==> src/rtl/conv_pkg.sv <==
// Shared types and constants for the conversion-datapath sequencer.
package conv_pkg;

  localparam int unsigned ID_W       = 1;
  localparam int unsigned NUM_REQ    = 2;
  localparam int unsigned STAT_CNT_W = 16;
  localparam int unsigned STAT_ERR_W = 8;

  localparam logic OP_KM = 1'b1;
  localparam logic OP_MI = 1'b0;

  typedef enum logic [2:0] {
    ST_IDLE   = 3'd0,
    ST_ZERO   = 3'd1,
    ST_LAUNCH = 3'd2,
    ST_WAIT   = 3'd3,
    ST_RESP   = 3'd4
  } state_e;

  // Requester id to its one-hot response lane.
  function automatic logic [NUM_REQ-1:0] id_onehot(input logic [ID_W-1:0] id);
    return NUM_REQ'(1) << id;
  endfunction

endpackage

==> src/rtl/rr_arb2.sv <==
// Two-way round-robin grant: the requester named by ptr wins when both are valid.
module rr_arb2 (
  input  logic [1:0] valid,
  input  logic       ptr,
  input  logic       en,
  output logic [1:0] grant
);

  always_comb begin
    grant = 2'b00;
    if (en) begin
      if (valid[ptr]) begin
        grant[ptr] = 1'b1;
      end else if (valid[~ptr]) begin
        grant[~ptr] = 1'b1;
      end
    end
  end

endmodule

==> src/rtl/conv_sched.sv <==
// Arbitrates two requesters onto the metres conversion datapath, supervises it with a timeout.
// Optional build macro CONV_SCHED_STATS_EN adds per-requester response and timeout counters.
module conv_sched
  import conv_pkg::*;
#(
  parameter int unsigned DATA_W      = 32,
  parameter int unsigned TIMEOUT_CYC = 64
) (
  input  logic                  clk,
  input  logic                  rst,
  input  logic [1:0]            req_valid,
  output logic [1:0]            req_ready,
  input  logic [2*DATA_W-1:0]   req_m,
  input  logic [1:0]            req_op,
  output logic [1:0]            rsp_valid,
  input  logic [1:0]            rsp_ready,
  output logic [DATA_W-1:0]     rsp_data,
  output logic                  rsp_err,
  output logic                  cv_start,
  output logic [DATA_W-1:0]     cv_m,
  output logic                  cv_op,
  input  logic                  cv_done,
  input  logic [DATA_W-1:0]     cv_result,
  output logic                  busy
`ifdef CONV_SCHED_STATS_EN
  ,
  output logic [STAT_CNT_W-1:0] stat_cnt0,
  output logic [STAT_CNT_W-1:0] stat_cnt1,
  output logic [STAT_ERR_W-1:0] stat_err
`endif
);

  localparam int unsigned TMR_W = $clog2(TIMEOUT_CYC);
  localparam logic [TMR_W-1:0] TMR_LAST = TMR_W'(TIMEOUT_CYC - 1);

  state_e              state_q, state_d;
  logic                ptr_q, ptr_d;
  logic [ID_W-1:0]     id_q, id_d;
  logic [DATA_W-1:0]   m_q, m_d;
  logic                op_q, op_d;
  logic [TMR_W-1:0]    tmr_q, tmr_d;
  logic [DATA_W-1:0]   data_q, data_d;
  logic                err_q, err_d;

  logic [1:0]          grant;
  logic                hs;
  logic [ID_W-1:0]     g_id;
  logic [DATA_W-1:0]   m_sel;
  logic                rsp_fire;
  logic                tmo_fire;

  rr_arb2 u_arb (
    .valid (req_valid),
    .ptr   (ptr_q),
    .en    (state_q == ST_IDLE),
    .grant (grant)
  );

  assign req_ready = grant;
  assign hs        = |(req_valid & grant);
  assign g_id      = grant[1];
  assign m_sel     = g_id ? req_m[2*DATA_W-1:DATA_W] : req_m[DATA_W-1:0];
  assign rsp_fire  = (state_q == ST_RESP) && rsp_ready[id_q];
  assign tmo_fire  = (state_q == ST_WAIT) && !cv_done && (tmr_q == TMR_LAST);

  // Next-state and datapath latches
  always_comb begin
    state_d = state_q;
    ptr_d   = ptr_q;
    id_d    = id_q;
    m_d     = m_q;
    op_d    = op_q;
    tmr_d   = tmr_q;
    data_d  = data_q;
    err_d   = err_q;
    case (state_q)
      ST_IDLE: begin
        if (hs) begin
          id_d    = g_id;
          m_d     = m_sel;
          op_d    = req_op[g_id];
          ptr_d   = ~g_id;
          state_d = (m_sel == '0) ? ST_ZERO : ST_LAUNCH;
        end
      end
      ST_ZERO: begin
        data_d  = '0;
        err_d   = 1'b0;
        state_d = ST_RESP;
      end
      ST_LAUNCH: begin
        tmr_d   = '0;
        state_d = ST_WAIT;
      end
      ST_WAIT: begin
        // A done on the final timer cycle still counts as success.
        if (cv_done) begin
          data_d  = cv_result;
          err_d   = 1'b0;
          state_d = ST_RESP;
        end else if (tmo_fire) begin
          data_d  = '0;
          err_d   = 1'b1;
          state_d = ST_RESP;
        end else begin
          tmr_d = TMR_W'(tmr_q + 1'b1);
        end
      end
      ST_RESP: begin
        if (rsp_fire) begin
          state_d = ST_IDLE;
        end
      end
      default: state_d = ST_IDLE;
    endcase
  end

  always_ff @(posedge clk or negedge rst) begin
    if (!rst) begin
      state_q <= ST_IDLE;
      ptr_q   <= 1'b0;
      id_q    <= '0;
      m_q     <= '0;
      op_q    <= 1'b0;
      tmr_q   <= '0;
      data_q  <= '0;
      err_q   <= 1'b0;
    end else begin
      state_q <= state_d;
      ptr_q   <= ptr_d;
      id_q    <= id_d;
      m_q     <= m_d;
      op_q    <= op_d;
      tmr_q   <= tmr_d;
      data_q  <= data_d;
      err_q   <= err_d;
    end
  end

  assign cv_start  = (state_q == ST_LAUNCH);
  assign busy      = (state_q != ST_IDLE);
  assign rsp_valid = (state_q == ST_RESP) ? id_onehot(id_q) : 2'b00;
  assign cv_m      = m_q;
  assign cv_op     = op_q;
  assign rsp_data  = data_q;
  assign rsp_err   = err_q;

`ifdef CONV_SCHED_STATS_EN
  logic [STAT_CNT_W-1:0] cnt0_q, cnt0_d, cnt1_q, cnt1_d;
  logic [STAT_ERR_W-1:0] errc_q, errc_d;

  // Saturating activity counters
  always_comb begin
    cnt0_d = cnt0_q;
    cnt1_d = cnt1_q;
    errc_d = errc_q;
    if (rsp_fire && (id_q == 1'b0) && (cnt0_q != '1)) begin
      cnt0_d = STAT_CNT_W'(cnt0_q + 1'b1);
    end
    if (rsp_fire && (id_q == 1'b1) && (cnt1_q != '1)) begin
      cnt1_d = STAT_CNT_W'(cnt1_q + 1'b1);
    end
    if (tmo_fire && (errc_q != '1)) begin
      errc_d = STAT_ERR_W'(errc_q + 1'b1);
    end
  end

  always_ff @(posedge clk or negedge rst) begin
    if (!rst) begin
      cnt0_q <= '0;
      cnt1_q <= '0;
      errc_q <= '0;
    end else begin
      cnt0_q <= cnt0_d;
      cnt1_q <= cnt1_d;
      errc_q <= errc_d;
    end
  end

  assign stat_cnt0 = cnt0_q;
  assign stat_cnt1 = cnt1_q;
  assign stat_err  = errc_q;
`endif

endmodule

==> config.mk <==
export PLATFORM = sky130hd
export DESIGN_NAME = conv_sched
export DESIGN_NICKNAME = d
export VERILOG_FILES = /design/src/rtl/conv_pkg.sv /design/src/rtl/rr_arb2.sv /design/src/rtl/conv_sched.sv
export SDC_FILE = /design/constraint.sdc
export NUM_CORES = 1
export LEC_CHECK = 0
export ABC_AREA = 1
export CAP_MARGIN = 10
export CORE_AREA = 2 2 97 99
export DETAILED_ROUTE_END_ITERATION = 7
export DIE_AREA = 0 0 99 101
export PLACE_DENSITY = 0.85
export SKIP_LAST_GASP = 1
export SYNTH_ARGS = -nofsm -noshare
export SYNTH_HDL_FRONTEND = slang
export SYNTH_HIERARCHICAL = 1
export SYNTH_SLANG_ARGS = --single-unit
==> constraint.sdc <==
create_clock -name clk -period 3.6 [get_ports clk]
set_clock_uncertainty 0.1 [all_clocks]
set_input_delay 0.72 -clock clk [delete_from_list [all_inputs] [get_ports clk]]
set_output_delay 0.72 -clock clk [all_outputs]
set_load 0.05 [all_outputs]
==> summary.md, run 1 <==
| Metric | Value |
|---|---|
| Status | `complete, no violations` |
| Total CTS buffers | `9` |
| GRT Max-Usage Layer | `met2` |
| Fillers | `715` |
| Mapped Cells | `523` |
| Pleak | `2.964 nW` |
| Cell Area, Synth | `4035 µm²` |
| CTS max path bufs | `2` |
| Area of placed instances | `5772 µm²` |
| Vias in the first global route | `3809` |
| Post-Route WL | `10550 µm` |
| Met3 usage | `0.06519` |
| GRT overflow | `0` |
| GR Util met2 | `0.3654` |
| Crit path capture type | `output port` |
| Post-synth EDFFs | `0` |
| Initial antenna violation count | `0` |
| Vias/cell | `4.914` |
| HP Start | `cv_m[20]` |
| Sequential area share after synthesis | `0.4775` |
| Starting Density | `0.4495` |
| Post-route minimum period | `3168 ps` |
| Clock latency on the worst-skew pair | `340 ps` |
| Slew @ Worst Pin | `1117 ps` |
| IO buf count | `176` |
| Clock Root Buffer | `clkbuf_8` |
| Design Area, Final | `5992 µm²` |
| Maximum vdd drop | `0.3804 mV` |
| RSZ-0062 raised after global routing | `no` |
| Post-synth top area share | `0.4775` |
| Met1 GRT Util | `0.2571` |
| Largest net degree at the start of global routing | `78` |
| Cell variety after synth | `27` |
| CTS resizes | `0` |
| Clk sink count | `77` |
| Crit path launch | `req_valid[0]` |
| Max Freq | `315.6 MHz` |
| Gpl congestion | `0.8172` |
| Final Util | `0.6675` |
| Slew headroom | `0.2556` |
| Htree depth | `3` |
| Cell Count, Final, Fillers Out | `801` |
| Area growth, synth to finish | `48.50%` |
| 1st-iter DRT viols | `79` |
| Ys flop type | `dfrtp_1` |
| Crit-path max FO | `3` |
| PD cells | `798.3 nW/µm²` |
| Final #Nets | `791` |
| Ys async rst share | `1.000` |
| Yosys top cell by area | `dfrtp_1` |
| Sw Pwr | `2.363 mW` |
| N_diodes | `0` |
| Sw Ratio | `0.4939` |
| Fraction of layout cells with a size suffix above 1 | `0.07971` |
| Most frequent cells after synthesis | `187 x nand2_1, 77 x dfrtp_1, 67 x inv_1, 43 x o21ai_1, 40 x nand3_1` |
| Synth top area cells | `dfrtp_1 48%, nand2_1 17%, inv_1 6.2%` |
| Int Pwr | `2.421 mW` |
| Net Count, Synth | `629` |
| Hold Crit Class | `reg2reg` |
| TNS Setup | `0 ps` |
| Antenna Violating Nets Remaining | `0` |
| Vias post-DR | `3936` |
| Clock power share | `0.151` |
| Post-detail-place hpwl | `7971 µm` |
| Core Area | `8977 µm²` |
| WP data required | `2780 ps` |
| First-pass GRT wire length | `17280 µm` |
| Slew Viols, Final | `0` |
| Period utilization | `0.8801` |
| Row count | `35` |
| Die W | `99 µm` |
| Number of post-CTS setup repair buffers | `0` |
| Yosys reg bits | `77` |
| CTS tree | `yes` |
| 1st-pass router iterations | `4` |
| Syn Area/Cell | `7.715 µm²` |
| Routed len/inst | `13.18 µm` |
| Worst r2r src | `state_q[2]` |
| Combinational cell fraction of total power | `0.571` |
| CTS Hold Bufs | `0` |
| Critical path data arrival time | `2350 ps` |
| Die height | `101 µm` |
| Setup WS post-layout | `431.6 ps` |
| Remaining DRCs | `0` |
| Sequential Power Share | `0.279` |
| Crit start category | `primary input` |
| Most numerous cell in the Yosys netlist | `nand2_1` |
| Worst-path clk slew | `80 ps` |
| DIE AREA | `9999 µm²` |
| Final Hold Viols | `0` |
| Total track usage | `0.2122` |
| Pre-CTS setup slack | `442.9 ps` |
| DP Cell Count | `785` |
| Boundary pin count | `177` |
| Max-Cap Viols | `0` |
| Yosys warnings | `6` |
| Setup-failing EPs final | `0` |
| Crit path kind | `in2out` |
## worst max-delay path, stage by stage
cell	delay, ps
clkdlybuf4s50_1	550
nand2_1	70
a21oi_1	170
clkdlybuf4s50_1	830
## layer usage
metal	wire length [µm]	vias up
li1	-	1947
met1	4278	1810
met2	5150	168
met3	1012	11
met4	112	0
met5	0	-
## layout make-up
type / count / area [µm²] / share of cell area
repair buffers: 179 / 1804 / 0.3011
flip-flops and latches: 77 / 1927 / 0.3216
clock inverters: 7 / 96.34 / 0.01608
inverters: 72 / 271.5 / 0.04531
multi-input cells: 346 / 1630 / 0.2721
well taps: 111 / 138.9 / 0.02318
clock buffers: 9 / 123.9 / 0.02067
## layout by cell type, fill, tap and decap left out, drive strengths merged, types with 2 or more instances in the layout
cell / n
buf: 5
clkdlybuf4s50: 174
o21ai: 79
nand2: 188
bufinv: 2
dfrtp: 77
nor2: 24
a21oi: 4
clkinv: 4
nand3: 41
o21bai: 2
inv: 73
clkbuf: 9
## path summary, 6_finish.rpt
kind,end,slack (ps),cells after the start
worst max-delay path,req_ready[0],430,4
worst min-delay path,cv_m[20],380,2
worst max register to register,state_q[1],1010,14
worst min register to register,cv_m[20],380,2
max in group asynchronous,cv_m[1],2360,1
min in group asynchronous,rsp_data[30],430,1
## power by group through the flow
stage	clock [mW]	sequential, mW	combinational, mW
after floorplan	0	2.23	1.02
after global placement	0	1.33	2.70
after detailed placement	0	1.34	2.75
after CTS	0.735	1.33	2.75
after global routing	0.777	1.37	2.92
final	0.721	1.33	2.73
## logic make-up (layout without fill, tap and decap cells)
| kind of cell | after synthesis | in the layout | synth area share |
|---|---|---|---|
| compound gates | 87 | 87 | 0.1305 |
| xor+xnor | 2 | 2 | 0.004342 |
| fa+ha+maj | 1 | 1 | 0.003100 |
| buf+inv | 100 | 267 | 0.1212 |
| flops | 77 | 77 | 0.4775 |
| simple gates | 256 | 256 | 0.2633 |
## state kept, by name, indices dropped and copies added (netlist names)
name and flops:
cv_m 32, cv_op 1, id_q 1, ptr_q 1, rsp_data 32, rsp_err 1
state_q 3, tmr_q 6
## through the flow
step           total power [mW]  hold WS, ps
5_1_grt                   5.067        412.9
4_1_cts                   4.822        387.8
2_1_floorplan             3.246        324.4
3_3_place_gp              4.034        360.9
6_report                  4.783        382.1
3_5_place_dp              4.095        367.6
Power figures use the tool's default switching activity.
==> run 2: changes to the inputs <==
- REMOVE_ABC_BUFFERS: not set -> 1
==> summary.md, run 2 (synthesis gave the netlist of run 1 again) <==
| Metric | Value |
|---|---|
| Worst r2r src | `state_q[2]` |
| Crit path launch | `req_valid[0]` |
| Crit path cell chain | `clkdlybuf4s50_1 > nand2_1 > a21oi_1 > clkdlybuf4s50_1` |
| Reg2Reg Depth | `12` |
| Max-Cap Viols | `0` |
| Hold Crit Class | `reg2reg` |
| Total CTS buffers | `9` |
| Worst-path clk slew | `70 ps` |
| Commonest non-fill, non-tap cell in the layout | `nand2_1` |
| Cell with the most instances on the worst path | `clkdlybuf4s50_1` |
| IO buf count | `176` |
| Die W | `99 µm` |
| N_diodes | `0` |
| Crit start category | `primary input` |
| Setup WS post-layout | `409.9 ps` |
| DP Cell Count | `786` |
| Total track usage | `0.2234` |
| Slew headroom | `0.2421` |
| CTS max path bufs | `2` |
| Vias post-DR | `3954` |
| Boundary pin count | `177` |
| Sequential Power Share | `0.281` |
| WHS | `383.2 ps` |
| RSZ-0062 raised after global routing | `no` |
| Clock Root Buffer | `clkbuf_8` |
| Crit path capture type | `output port` |
| Post-route minimum period | `3190 ps` |
| Largest net degree at the start of global routing | `78` |
| 1st-pass router iterations | `4` |
| Sw Pwr | `2.373 mW` |
| Pleak | `2.946 nW` |
| Combinational cell fraction of total power | `0.570` |
| Period utilization | `0.8861` |
| Crit-path leading delay family | `buffers and inverters` |
| Cell Count, Final, Fillers Out | `802` |
| Routed len/inst | `13.51 µm` |
| Fraction of layout cells with a size suffix above 1 | `0.07959` |
| Remaining DRCs | `0` |
| WP data required | `2780 ps` |
| CTS resizes | `0` |
| Worst Path Buf+Inv | `2` |
| Critical path data arrival time | `2370 ps` |
| Sw Ratio | `0.4970` |
| Int Pwr | `2.402 mW` |
| Slew Viols, Final | `0` |
| Number of post-CTS setup repair buffers | `0` |
| Slowest stage delay, CP | `850 ps` |
| Antenna Violating Nets Remaining | `0` |
| Vias/cell | `4.930` |
| Htree depth | `3` |
| CTS tree | `yes` |
| Slew @ Worst Pin | `1137 ps` |
| Die height | `101 µm` |
| Crit-path max FO | `3` |
| R2R Path End | `state_q[0]` |
| Slowest stage cell on the critical path | `clkdlybuf4s50_1` |
| Clock latency on the worst-skew pair | `350 ps` |
| PD cells | `799.8 nW/µm²` |
| Area growth, synth to finish | `47.94%` |
| Core Area | `8977 µm²` |
| Final #Nets | `792` |
| GRT overflow | `0` |
| Row count | `35` |
| Starting Density | `0.4495` |
| Most frequent cells in the layout | `187 x nand2_1, 174 x clkdlybuf4s50_1, 77 x dfrtp_1` |
| Overall Power | `4.775 mW` |
| Reg2Reg Setup Slack | `950 ps` |
| Instance count on the critical path | `4` |
| Crit path kind | `in2out` |
| Pre-CTS setup slack | `418.3 ps` |
| Initial antenna violation count | `0` |
| Clock power share | `0.149` |
| Setup-failing EPs final | `0` |
| First-pass GRT wire length | `18120 µm` |
| Gpl congestion | `0.8355` |
| Worst Setup EP | `req_ready[0]` |
| Status | `complete, no violations` |
| Post-detail-place hpwl | `8049 µm` |
| Clk sink count | `77` |
| Maximum vdd drop | `0.4643 mV` |
| Final Hold Viols | `0` |
| Vias in the first global route | `3975` |
| Post-Route WL | `10840 µm` |
| DIE AREA | `9999 µm²` |
| 1st-iter DRT viols | `89` |
| CTS Hold Bufs | `0` |
| Fillers | `726` |
| Max Freq | `313.5 MHz` |
run 2: cell count changes in the layout (fill, tap and decap cells not counted):
cell        change
buf_12          -2
clkbuf_1        +1
buf_4           +3
clkinv_2        -1
inv_6           -2
clkinv_4        -1
clkinvlp_4      +3
run 2: worst reg2reg max path: stages (launching register included):
cell and delay [ps]:
dfrtp_1 460, nor3_4 340, nand2_1 150, a21oi_4 180, buf_4 380, nand2_1 130
nand2_1 90, nand2_1 60, nor2_1 130, nand2_1 110, nor2_1 200, nand3_1 110
a21oi_1 130
run 2: worst min path at each step:
stage / depth (start not counted) / endpoint / startpoint
2_1_floorplan: 0 / cv_m[0] / rst
4_1_cts: 2 / rsp_data[13] / rsp_data[13]
5_1_grt: 2 / cv_m[11] / cv_m[11]
6_report: 2 / rsp_data[13] / rsp_data[13]
3_5_place_dp: 2 / rsp_data[13] / rsp_data[13]
3_3_place_gp: 2 / rsp_data[2] / rsp_data[2]
run 2: area by class of cell:
type	count	area [µm²]	area share
inverter	72	271.5	0.04548
multi-input combinational	346	1630	0.2731
tap	111	138.9	0.02327
sequential	77	1927	0.3228
clock inverter	6	87.58	0.01467
clock buffer	10	127.6	0.02138
timing repair buffer	180	1787	0.2993
run 2: metal layers:
layer  vias up  global-route usage  wire length [µm]
met5         -                   0                 0
met4         0             0.08851               258
met3        25             0.07143              1192
met2       186              0.3711              5022
met1      1799              0.2711              4366
li1       1944                   -                 -
run 2: per-stage QoR:
step	cell area (µm²)	TNS, ps	utilization
global route	5969	0	0.6649
floorplan	3817	-58420	-
finish	5969	0	0.6649
CTS	5969	0	0.6649
global placement	5754	0	0.6410
detailed placement	5754	0	0.6410
run 2: power by group through the flow:
stage / clock network (mW) / registers [mW] / logic [mW]
2_1_floorplan: 0 / 2.23 / 0.881
3_3_place_gp: 0 / 1.34 / 2.68
3_5_place_dp: 0 / 1.35 / 2.73
4_1_cts: 0.721 / 1.34 / 2.73
5_1_grt: 0.754 / 1.38 / 2.91
6_report: 0.711 / 1.34 / 2.72
==> run 3: changes to the inputs <==
- PLACE_DENSITY: 0.85 -> 0.84
==> summary.md, run 3 (synthesis gave the netlist of run 1 again) <==
| Metric | Value |
|---|---|
| Max Freq | `315.1 MHz` |
| Gpl congestion | `0.8906` |
| Area growth, synth to finish | `47.81%` |
| Core Area | `8977 µm²` |
| GRT overflow | `0` |
| IO buf count | `176` |
| Period utilization | `0.8815` |
| Slowest stage cell on the critical path | `clkdlybuf4s50_1` |
| Remaining DRCs | `0` |
| Final Util | `0.6644` |
| Cell Count, Final, Fillers Out | `799` |
| PD cells | `799.9 nW/µm²` |
| Pleak | `2.954 nW` |
| Fillers | `701` |
| Worst r2r src | `state_q[2]` |
| Final #Nets | `790` |
| Slew Viols, Final | `0` |
| Worst-path clk slew | `70 ps` |
| WP data required | `2780 ps` |
| 1st-iter DRT viols | `113` |
| WHS | `383.8 ps` |
| Most frequent cells in the layout | `187 x nand2_1, 174 x clkdlybuf4s50_1, 77 x dfrtp_1` |
| Slew headroom | `0.2274` |
| Starting Density | `0.4495` |
| Reg2Reg Depth | `10` |
| CTS tree | `yes` |
| Die W | `99 µm` |
| Crit path launch | `req_valid[0]` |
| Die height | `101 µm` |
| Total track usage | `0.2187` |
| Crit start category | `primary input` |
| CTS resizes | `0` |
| Worst Path Buf+Inv | `2` |
| CTS Hold Bufs | `0` |
| Slew @ Worst Pin | `1157 ps` |
| Worst Hold Depth | `2` |
| Vias post-DR | `3929` |
| Routed len/inst | `13.39 µm` |
| HP Start | `rsp_data[27]` |
| Boundary pin count | `177` |
| TNS Setup | `0 ps` |
| Largest net degree at the start of global routing | `78` |
| Reg2Reg Setup Slack | `940 ps` |
| DP Cell Count | `784` |
| Crit path kind | `in2out` |
| Total CTS buffers | `9` |
| Commonest non-fill, non-tap cell in the layout | `nand2_1` |
| Crit path capture type | `output port` |
| Clock Root Buffer | `clkbuf_8` |
| Fraction of layout cells with a size suffix above 1 | `0.07703` |
| Hold Crit Class | `reg2reg` |
| Multi-input gate area | `1630 µm²` |
| Critical path data arrival time | `2350 ps` |
| Instance count on the critical path | `4` |
| GR Util met2 | `0.3654` |
| Post-route minimum period | `3174 ps` |
| Number of post-CTS setup repair buffers | `0` |
| Vias/cell | `4.917` |
| Row count | `35` |
| Maximum vdd drop | `0.4555 mV` |
| Post-Route WL | `10700 µm` |
| FF/Latch Area | `1927 µm²` |
| Htree depth | `3` |
| Antenna Violating Nets Remaining | `0` |
| Clk sink count | `77` |
| Post-detail-place hpwl | `7952 µm` |
| RSZ-0062 raised after global routing | `no` |
| Initial antenna violation count | `0` |
| Clock latency on the worst-skew pair | `340 ps` |
| Crit path cell chain | `clkdlybuf4s50_1 > nand2_1 > a21oi_1 > clkdlybuf4s50_1` |
| Final Hold Viols | `0` |
| Status | `complete, no violations` |
| R2R Path End | `rsp_data[26]` |
| Setup WS post-layout | `426.5 ps` |
| N_diodes | `0` |
| Hold Path End | `rsp_data[27]` |
| Vias in the first global route | `3790` |
| Crit-path max FO | `3` |
| Slowest stage delay, CP | `840 ps` |
| GRT Max-Usage Layer | `met2` |
| Pre-CTS setup slack | `436.9 ps` |
| Crit-path leading delay family | `buffers and inverters` |
| Met1 GRT Util | `0.2690` |
| CTS max path bufs | `2` |
| First-pass GRT wire length | `17570 µm` |
| Met3 usage | `0.07143` |
| Cell with the most instances on the worst path | `clkdlybuf4s50_1` |
| 1st-pass router iterations | `5` |
| DIE AREA | `9999 µm²` |
| Setup-failing EPs final | `0` |
| Max-Cap Viols | `0` |
-- run 3: changes by cell type in the layout (fill, tap and decap cells not counted) --
cell        change
clkbuf_8        +1
clkbuf_1        -1
buf_12          +1
buf_4           -3
clkinvlp_4      -3
clkinv_2        +2
-- run 3: worst max path at each step --
| stage | to |
|---|---|
| after global routing | req_ready[0] |
| after CTS | req_ready[0] |
| final | req_ready[0] |
| after floorplan | state_q[1] |
| after detailed placement | req_ready[0] |
| after global placement | req_ready[0] |
-- run 3: metal layers --
| metal | up-vias | wire length [µm] |
|---|---|---|
| met5 | - | 0 |
| met4 | 0 | 198 |
| met3 | 18 | 1129 |
| met2 | 179 | 5080 |
| met1 | 1794 | 4293 |
| li1 | 1938 | - |
-- run 3: layout make-up --
class | count | area share
flip-flops and latches | 77 | 0.3231
repair buffers | 178 | 0.2991
well taps | 111 | 0.02329
clock buffers | 10 | 0.02308
clock inverters | 5 | 0.01259
inverters | 72 | 0.04552
multi-input cells | 346 | 0.2733
-- run 3: per-stage QoR --
step / power, mW / area, µm²
2_1_floorplan: 3.108 / 3817
3_3_place_gp: 4.029 / 5752
3_5_place_dp: 4.099 / 5752
4_1_cts: 4.812 / 5964
5_1_grt: 5.058 / 5964
6_report: 4.771 / 5964
-- run 3: power breakdown --
group | total, mW | internal, mW | switching (mW)
logic | 2.73 | 0.861 | 1.87
clock network | 0.704 | 0.402 | 0.302
registers | 1.34 | 1.16 | 0.180
-- run 3: worst min-delay path: stages (launching register included) --
cell     delay, ps
dfrtp_1        340
o21ai_1         60
nand2_1         50
==> edit (settings of run 1) <==
Encoding of `state_e`: now one-hot (5 bits for 5 states).
--- a/src/rtl/conv_pkg.sv
+++ b/src/rtl/conv_pkg.sv
@@ -11,8 +11,8 @@
 
-  typedef enum logic [2:0] {
-    ST_IDLE   = 3'd0,
-    ST_ZERO   = 3'd1,
-    ST_LAUNCH = 3'd2,
-    ST_WAIT   = 3'd3,
-    ST_RESP   = 3'd4
+  typedef enum logic [4:0] {
+    ST_IDLE   = 5'b00001,
+    ST_ZERO   = 5'b00010,
+    ST_LAUNCH = 5'b00100,
+    ST_WAIT   = 5'b01000,
+    ST_RESP   = 5'b10000
   } state_e;
Formal check against the unedited RTL: no difference found for any inputs over 10 cycles, from zero or initial values and one cycle with rst low; not proved beyond that.
==> edit against run 1 <==
Sequential cell count up 2. Cell area up 0.21%. Power up 12%. Critical endpoint unchanged. Routed wire length down 2.0%. Area after synthesis down 0.65%. Worst setup slack better by 20 ps. Combinational power up 17%. Hold slack worse by 8.3 ps. Highest routed layer unchanged.
==> edit: results (changes against run 1) <==
metric,value,unit,change
final RePlAce weighted congestion,0.888,,+8.7%
capturing point of the worst reg2reg path,state_q[2],,
Clock transition at path regs,70,ps,
layout cell share with drive strength beyond 1,5.99,%,-2.0 points
# fillers,754,,+5.5%
number of DRC markers in iteration 0,98,,+24%
Layout Utilization,66.9,%,+0.14 points
Hold WC Path Type,flip-flop to flip-flop,,
maximum vdd drop,0.000556,V,+46%
r2r setup slk,800,ps,-210 ps
Comb pwr share,59.5,%,+2.4 points
Synth area leaders,"dfrtp_1, nand2_1, inv_1, nor2_1, o21ai_1",,
compound-cell area share of the yosys netlist,6.18,%,-6.9 points
NumNets Final,836,,+5.7%
Switch Pwr,0.00267,W,+13%
Max-Slew Margin vs Limit,36.2,%,+11 points
library cells used by synthesis,26,,-3.7%
DP Worst Slack,455,ps,+12.5 ps
status,"finished, final reports clean",,
Placed Area,5790,µm²,+0.37%
root buf cell,clkbuf_8,,
HP Start,rsp_data[31],,
post-synthesis sequential area ratio,49.3,%,+1.6 points
post-synthesis adder-cell area fraction,0.312,%,+0.0020 points
vias in the first global route,3911,,+2.7%
DR vias,3986,,+1.3%
routed length per instance,12.2,µm,-7.1%
first-pass GRT wire length,17.3,mm,+0.12%
Final Hold Slack,374,ps,-8.35 ps
WHS Endpoint,rsp_data[31],,
cells after synthesis,560,,+7.1%
Worst EP arrival,2330,ps,-20 ps
drt first pass iters,4,,unchanged
largest net degree at the start of global routing,80,,+2.6%
leakage power,3.02,nW,+2.0%
detailed placement HPWL,8.14,mm,+2.1%
vias per cell,4.72,,-4.0%
-- edit: changes by cell type after synthesis, sizes merged, moves of 2 or more --
cell    change
nand2     +102
o21bai      -2
nor2       +22
xor2        +2
o21ai      -38
nor3        +3
inv        -12
clkbuf     -11
buf         +4
nand3      -34
-- edit: cell type report --
| class | count | share of cell area, % |
|---|---|---|
| repair buffers | 180 | 29.8 |
| inverters | 59 | 3.69 |
| clock buffers | 11 | 2.35 |
| flip-flops and latches | 79 | 32.9 |
| multi-input cells | 401 | 27.8 |
| clock inverters | 4 | 1.17 |
| well taps | 111 | 2.31 |
-- edit: how the worst max path moves through the flow --
stage | from | to | slack, ps | cells after the start
CTS | state_q[2] | req_ready[0] | 430 | 6
floorplan | state_q[0] | state_q[2] | 650 | 14
global placement | req_valid[0] | req_ready[0] | 460 | 4
global route | state_q[2] | req_ready[0] | 300 | 6
finish | req_valid[0] | req_ready[0] | 450 | 4
detailed placement | req_valid[0] | req_ready[0] | 460 | 4
-- edit: cell families after synthesis --
family | count (synthesis)
and+or+nand+nor | 350
buffers and inverters | 80
DFF | 79
AOI/OAI and AO/OA | 47
xor gates and xnor gates | 3
adders and majority gates | 1
-- edit: routing by layer --
metal  vias up  part of all wire (%)  track usage, %
met2       163                    48            36.8
li1       2033                     -               -
met5         -                     0               0
met1      1773                    40            25.3
met4         0                   1.7            6.43
met3        17                   9.8            6.31
-- edit: worst min-delay path, delay by kind of cell (launching register included) --
kind	cells	cell delay (ps)
flip-flops	1	340
AND/OR/NAND/NOR	2	100
-- edit: power by group through the flow --
stage	logic (W)	clock network (W)	registers, W
floorplan	0.000992	0	0.00265
global placement	0.00316	0	0.00147
detailed placement	0.00322	0	0.00149
CTS	0.00322	0.000716	0.00148
global route	0.00343	0.000760	0.00153
finish	0.00320	0.000693	0.00148
